<file path="src/rtl/divider_seq.sv">
// Iterative restoring divider: one trial subtraction per cycle over BITS cycles.
// Optional two's-complement support is enabled by defining DIVIDER_SIGNED_EN.
module divider_seq #(
    parameter int BITS = 32
) (
    input  logic            clk,
    input  logic            rst_n,
    input  logic            start,
`ifdef DIVIDER_SIGNED_EN
    input  logic            sign_mode,
`endif
    input  logic [BITS-1:0] dividend,
    input  logic [BITS-1:0] divisor,
    output logic            busy,
    output logic            done,
    output logic [BITS-1:0] quotient,
    output logic [BITS-1:0] remainder,
    output logic            div_zero
);

    localparam int CW = $clog2(BITS);

    localparam logic [1:0] IDLE = 2'd0;
    localparam logic [1:0] RUN  = 2'd1;
    localparam logic [1:0] DONE = 2'd2;

    logic [1:0]      state;
    logic [CW-1:0]   cnt;
    logic [BITS-1:0] rem_r;
    logic [BITS-1:0] quo_r;
    logic [BITS-1:0] dvsr;
    logic            neg_q;
    logic            neg_r;

    logic            dvd_neg;
    logic            dvs_neg;
    logic [BITS-1:0] dvd_mag;
    logic [BITS-1:0] dvs_mag;

`ifdef DIVIDER_SIGNED_EN
    // Operands are reduced to magnitudes; signs are re-applied at the final load.
    assign dvd_neg = sign_mode & dividend[BITS-1];
    assign dvs_neg = sign_mode & divisor[BITS-1];
`else
    assign dvd_neg = 1'b0;
    assign dvs_neg = 1'b0;
`endif
    assign dvd_mag = dvd_neg ? ('0 - dividend) : dividend;
    assign dvs_mag = dvs_neg ? ('0 - divisor) : divisor;

    logic [BITS:0]   trial;
    logic [BITS:0]   subtrahend;
    logic [BITS:0]   diff;
    logic            borrow;
    logic [BITS-1:0] r_next;
    logic [BITS-1:0] q_next;
    logic [BITS-1:0] q_final;
    logic [BITS-1:0] r_final;

    // Ripple-borrow subtractor, BITS+1 wide, borrow-in tied low.
    always_comb begin
        trial      = {rem_r, quo_r[BITS-1]};
        subtrahend = {1'b0, dvsr};
        diff       = '0;
        borrow     = 1'b0;
        for (int i = 0; i <= BITS; i++) begin
            diff[i] = trial[i] ^ subtrahend[i] ^ borrow;
            borrow  = (~trial[i] & subtrahend[i]) | (~(trial[i] ^ subtrahend[i]) & borrow);
        end
    end

    assign r_next  = borrow ? trial[BITS-1:0] : diff[BITS-1:0];
    assign q_next  = {quo_r[BITS-2:0], ~borrow};
    assign q_final = neg_q ? ('0 - q_next) : q_next;
    assign r_final = neg_r ? ('0 - r_next) : r_next;

    assign busy = (state != IDLE);
    assign done = (state == DONE);

    always_ff @(posedge clk) begin
        // NOTE: reset is synchronous, so it sits inside the clocked branch, not the sensitivity list.
        if (!rst_n) begin
            state     <= IDLE;
            cnt       <= '0;
            rem_r     <= '0;
            quo_r     <= '0;
            dvsr      <= '0;
            neg_q     <= 1'b0;
            neg_r     <= 1'b0;
            quotient  <= '0;
            remainder <= '0;
            div_zero  <= 1'b0;
        end else begin
            case (state)
                IDLE: begin
                    if (start) begin
                        if (divisor == '0) begin
                            quotient  <= '1;
                            remainder <= dividend;
                            div_zero  <= 1'b1;
                            state     <= DONE;
                        end else begin
                            rem_r <= '0;
                            quo_r <= dvd_mag;
                            dvsr  <= dvs_mag;
                            neg_q <= dvd_neg ^ dvs_neg;
                            neg_r <= dvd_neg;
                            cnt   <= CW'(BITS - 1);
                            state <= RUN;
                        end
                    end
                end
                RUN: begin
                    rem_r <= r_next;
                    quo_r <= q_next;
                    if (cnt == '0) begin
                        quotient  <= q_final;
                        remainder <= r_final;
                        div_zero  <= 1'b0;
                        state     <= DONE;
                    end else begin
                        cnt <= cnt - 1'b1;
                    end
                end
                DONE:    state <= IDLE;
                default: state <= IDLE;
            endcase
        end
    end

endmodule
</file>
<file path="config.mk">
export PLATFORM = sky130hd
export DESIGN_NAME = divider_seq
export DESIGN_NICKNAME = d
export VERILOG_FILES = /design/src/rtl/divider_seq.sv
export SDC_FILE = /design/constraint.sdc
export NUM_CORES = 1
export LEC_CHECK = 0
export BUFFER_PORTS_ARGS = -buffer_cell sky130_fd_sc_hd__buf_2
export CORE_MARGIN = 2
export CORE_UTILIZATION = 25
export CTS_CLUSTER_DIAMETER = 150
export DETAILED_ROUTE_END_ITERATION = 7
export GPL_ROUTABILITY_DRIVEN = 0
export GPL_TIMING_DRIVEN = 0
export MAX_ROUTING_LAYER = met4
export PLACE_DENSITY = 0.46
export SLEW_MARGIN = 20
export SYNTH_ARGS = -nofsm -noshare
export SYNTH_HDL_FRONTEND = slang
export SYNTH_SLANG_ARGS = --single-unit
</file>
<file path="constraint.sdc">
create_clock -name clk -period 31.8 [get_ports clk]
set_clock_uncertainty 0.05 [all_clocks]
set_input_delay 1.59 -clock clk [delete_from_list [all_inputs] [get_ports clk]]
set_output_delay 1.59 -clock clk [all_outputs]
set_load 0.01 [all_outputs]
</file>
==> flow_metrics.env <==
export IMPL_run_status="finished, final reports clean"
export IMPL_fin_util_pct=31.0
export IMPL_hp_class="reg2reg"
export IMPL_ys_seq_elements=168
export IMPL_nets=1099
export IMPL_drt_wirelength_per_cell_um=17.7
export IMPL_dieArea_mm2=0.0330
export IMPL_path_delay_family="adder cells"
export IMPL_cts_root_buf="clkbuf_16"
export IMPL_p_leak_nw=4.06
export IMPL_ant_nets=0
export IMPL_grt_antenna_before_repair=3
export IMPL_syn_nets=947
export IMPL_path_buf_inv=5
export IMPL_yosysUniqueCellTypes=47
export IMPL_hold_violations=0
export IMPL_dp_cells=1381
export IMPL_setup_viol=0
export IMPL_dp_hpwl_um=19800
export IMPL_timing_rr_start="quo_r[31]$_SDFFE_PN0P_"
export IMPL_crit_cells=42
export IMPL_grt_start_max_net_pins=17
export IMPL_postSynthCellCount=846
export IMPL_end_kind="flip-flop"
export IMPL_critPathRequiredTime_ns=32.06
export IMPL_report_final_slew_viol_count=0
export IMPL_firstDrtPassIters=5
export IMPL_post_cts_buffers=0
export IMPL_relSlewSlack_pct=56.0
export IMPL_clk_latency_ns=0.44
export IMPL_via_per_inst=4.63
export IMPL_fill_cells=3281
export IMPL_ys_seq_area_share_pct=42.6
export IMPL_fin_tns_setup_ns=0
export IMPL_grt_use_total_pct=16.0
export IMPL_endpoint="remainder[10]$_SDFFE_PN0P_"
export IMPL_cp_max_fo=10
export IMPL_cp_arrival_ns=14.10
export IMPL_crit_path_frequent_cell="fa_1"
export IMPL_stdcell_count=1415
export IMPL_drive_above_1_share_pct=23.1
export IMPL_die_w_um=182
export IMPL_numCtsBuffers=17
export IMPL_synth_edf_count=0
export IMPL_peakVddDrop_mv=0.0378
export IMPL_worst_slew_pin_transition_ns=0.660
export IMPL_cts_sinks=168
export IMPL_die_h_um=182
export IMPL_drv_cap=0
export IMPL_synth_flop_cell="dfxtp_1"
export IMPL_cts_max_level=4
export IMPL_synth_area_mm2=0.00790
export IMPL_core_area_mm2=0.0313
export IMPL_rsz0062_at_grt="false"
export IMPL_worst_r2r_cell_count=42
export IMPL_grt_pass1_vias=6689
export IMPL_cp_slowest_stage_delay_ns=0.41
export IMPL_portBuffers=133
export IMPL_avgSynthCellArea_um2=9.34
export IMPL_clk_path_buf_depth=2
export IMPL_synthArstFlopShare_pct=0
export IMPL_reg2reg_to="remainder[10]$_SDFFE_PN0P_"
export IMPL_cp_startpoint="quo_r[31]$_SDFFE_PN0P_"
export IMPL_drc=0
export IMPL_start_kind="flip-flop"
export IMPL_cts_resized=0
export IMPL_cts_tree="built"
export IMPL_power_uw=697
export IMPL_drtIter0Drc=373
export IMPL_syn2layout_area_growth_pct=22.8
export IMPL_grt_pass1_wl_um=39400
export IMPL_fmax_mhz=72.2
export IMPL_holdBufCountCts=0
export IMPL_overflow=0
export IMPL_routed_wl_um=25100
export IMPL_boundaryPins=134
export IMPL_path_clk_slew_ns=0.07
export IMPL_final_min_clock_period_ns=13.85
export IMPL_critPathKind="reg2reg"
export IMPL_period_share_pct=43.5
export IMPL_vias=6548
export IMPL_yosys_warnings=0
export IMPL_cp_slowest_cell="fa_1"
export IMPL_r2r_slack_ns=17.95
export IMPL_powerDensity_mw_per_mm2=71.8
export IMPL_start_util_pct=25.2
export IMPL_fp_row_count=65
worst min-delay path: stages (launching register included):
cell and delay, ns:
dfxtp_1 0.31, nand4_1 0.06, o21ai_1 0.05
final cells by class:
class | count | area, um^2 | area share [%]
inverters | 36 | 135 | 1.39
multi-input cells | 565 | 4010 | 41.3
well taps | 402 | 503 | 5.19
plain buffers | 77 | 397 | 4.09
repair buffers | 133 | 666 | 6.86
clock inverters | 10 | 143 | 1.47
flip-flops and latches | 168 | 3360 | 34.7
diodes | 3 | 7.51 | 0.0774
clock buffers | 21 | 480 | 4.95
layout by cell type (no fill, tap or decap), types with 5 or more instances in the layout:
| master | count |
|---|---|
| a21oi_1 | 5 |
| and2_1 | 7 |
| buf_1 | 5 |
| buf_2 | 149 |
| clkbuf_1 | 42 |
| clkbuf_16 | 17 |
| dfxtp_1 | 168 |
| fa_1 | 31 |
| inv_1 | 36 |
| mux2i_1 | 61 |
| nand2_1 | 152 |
| nand4_1 | 60 |
| nor2_1 | 9 |
| nor2b_1 | 34 |
| nor4_1 | 8 |
| o211a_1 | 7 |
| o21ai_0 | 78 |
| o21ai_1 | 15 |
| o221a_2 | 31 |
| o2bb2ai_1 | 29 |
worst min-delay path by stage:
stage                                    from                         to  slack (ns)  depth (start not counted)
floorplan              rem_r[31]$_SDFFE_PN0P_     rem_r[31]$_SDFFE_PN0P_        0.38                          1
global placement       rem_r[31]$_SDFFE_PN0P_     rem_r[31]$_SDFFE_PN0P_        0.39                          1
CTS                 remainder[7]$_SDFFE_PN0P_  remainder[7]$_SDFFE_PN0P_        0.41                          2
finish              remainder[7]$_SDFFE_PN0P_  remainder[7]$_SDFFE_PN0P_        0.41                          2
detailed placement  remainder[7]$_SDFFE_PN0P_  remainder[7]$_SDFFE_PN0P_        0.40                          2
global route        remainder[8]$_SDFFE_PN0P_  remainder[8]$_SDFFE_PN0P_        0.43                          2
power by group:
group	internal (mW)	switching, mW
registers	0.231	0.0169
logic	0.0936	0.133
clock network	0.132	0.0900
total	0.457	0.240
stage by stage:
step / worst slack [ns] / hold slack (ns) / instance area, um^2
2_1_floorplan: 18.90 / 0.383 / 7900
3_3_place_gp: 17.95 / 0.392 / 9070
3_5_place_dp: 17.89 / 0.401 / 9070
4_1_cts: 17.87 / 0.412 / 9690
5_1_grt: 17.35 / 0.430 / 9700
6_report: 17.95 / 0.410 / 9700
sequential cells by signal, indices dropped and copies added, names as in the netlist:
signal     count
cnt            5
div_zero       1
dvsr          32
quo_r         32
quotient      32
rem_r         32
remainder     32
state          2
kinds of logic (layout without fill, tap and decap cells):
family / Yosys count / in the layout / share of synthesized area [%]
fa+ha+maj: 34 / 34 / 8.33
xor+xnor: 1 / 1 / 0.111
simple gates: 291 / 291 / 18.2
compound gates: 178 / 178 / 16.3
other cells: 0 / 3 / 0
flops: 168 / 168 / 42.6
mux: 61 / 61 / 7.73
buf+inv: 113 / 277 / 6.73
per-layer routing:
layer  GRT usage, %  wire (um)  up-vias
met2           25.0      11500      184
met4           4.75        482        0
met1           20.1      11400     3039
met5              -          0        -
li1               -          -     3301
met3           4.45       1660       24
synthesized netlist by cell type (all sizes together), types with 5 or more instances:
master	number	area share (%)
o211a	7	0.89
a21oi	5	0.32
dfxtp	168	43
nand3	5	0.38
mux2i	61	7.7
o21ai	93	5.9
o221a	32	4.6
nand4	60	4.8
nand2	154	7.4
buf	32	2.8
nor2b	34	2.7
fa	31	7.9
clkbuf	45	2.2
inv	36	1.7
nor2	9	0.43
and2	7	0.55
o2bb2ai	29	3.2
nor4	8	0.63
(Power assumes the default switching activity.)
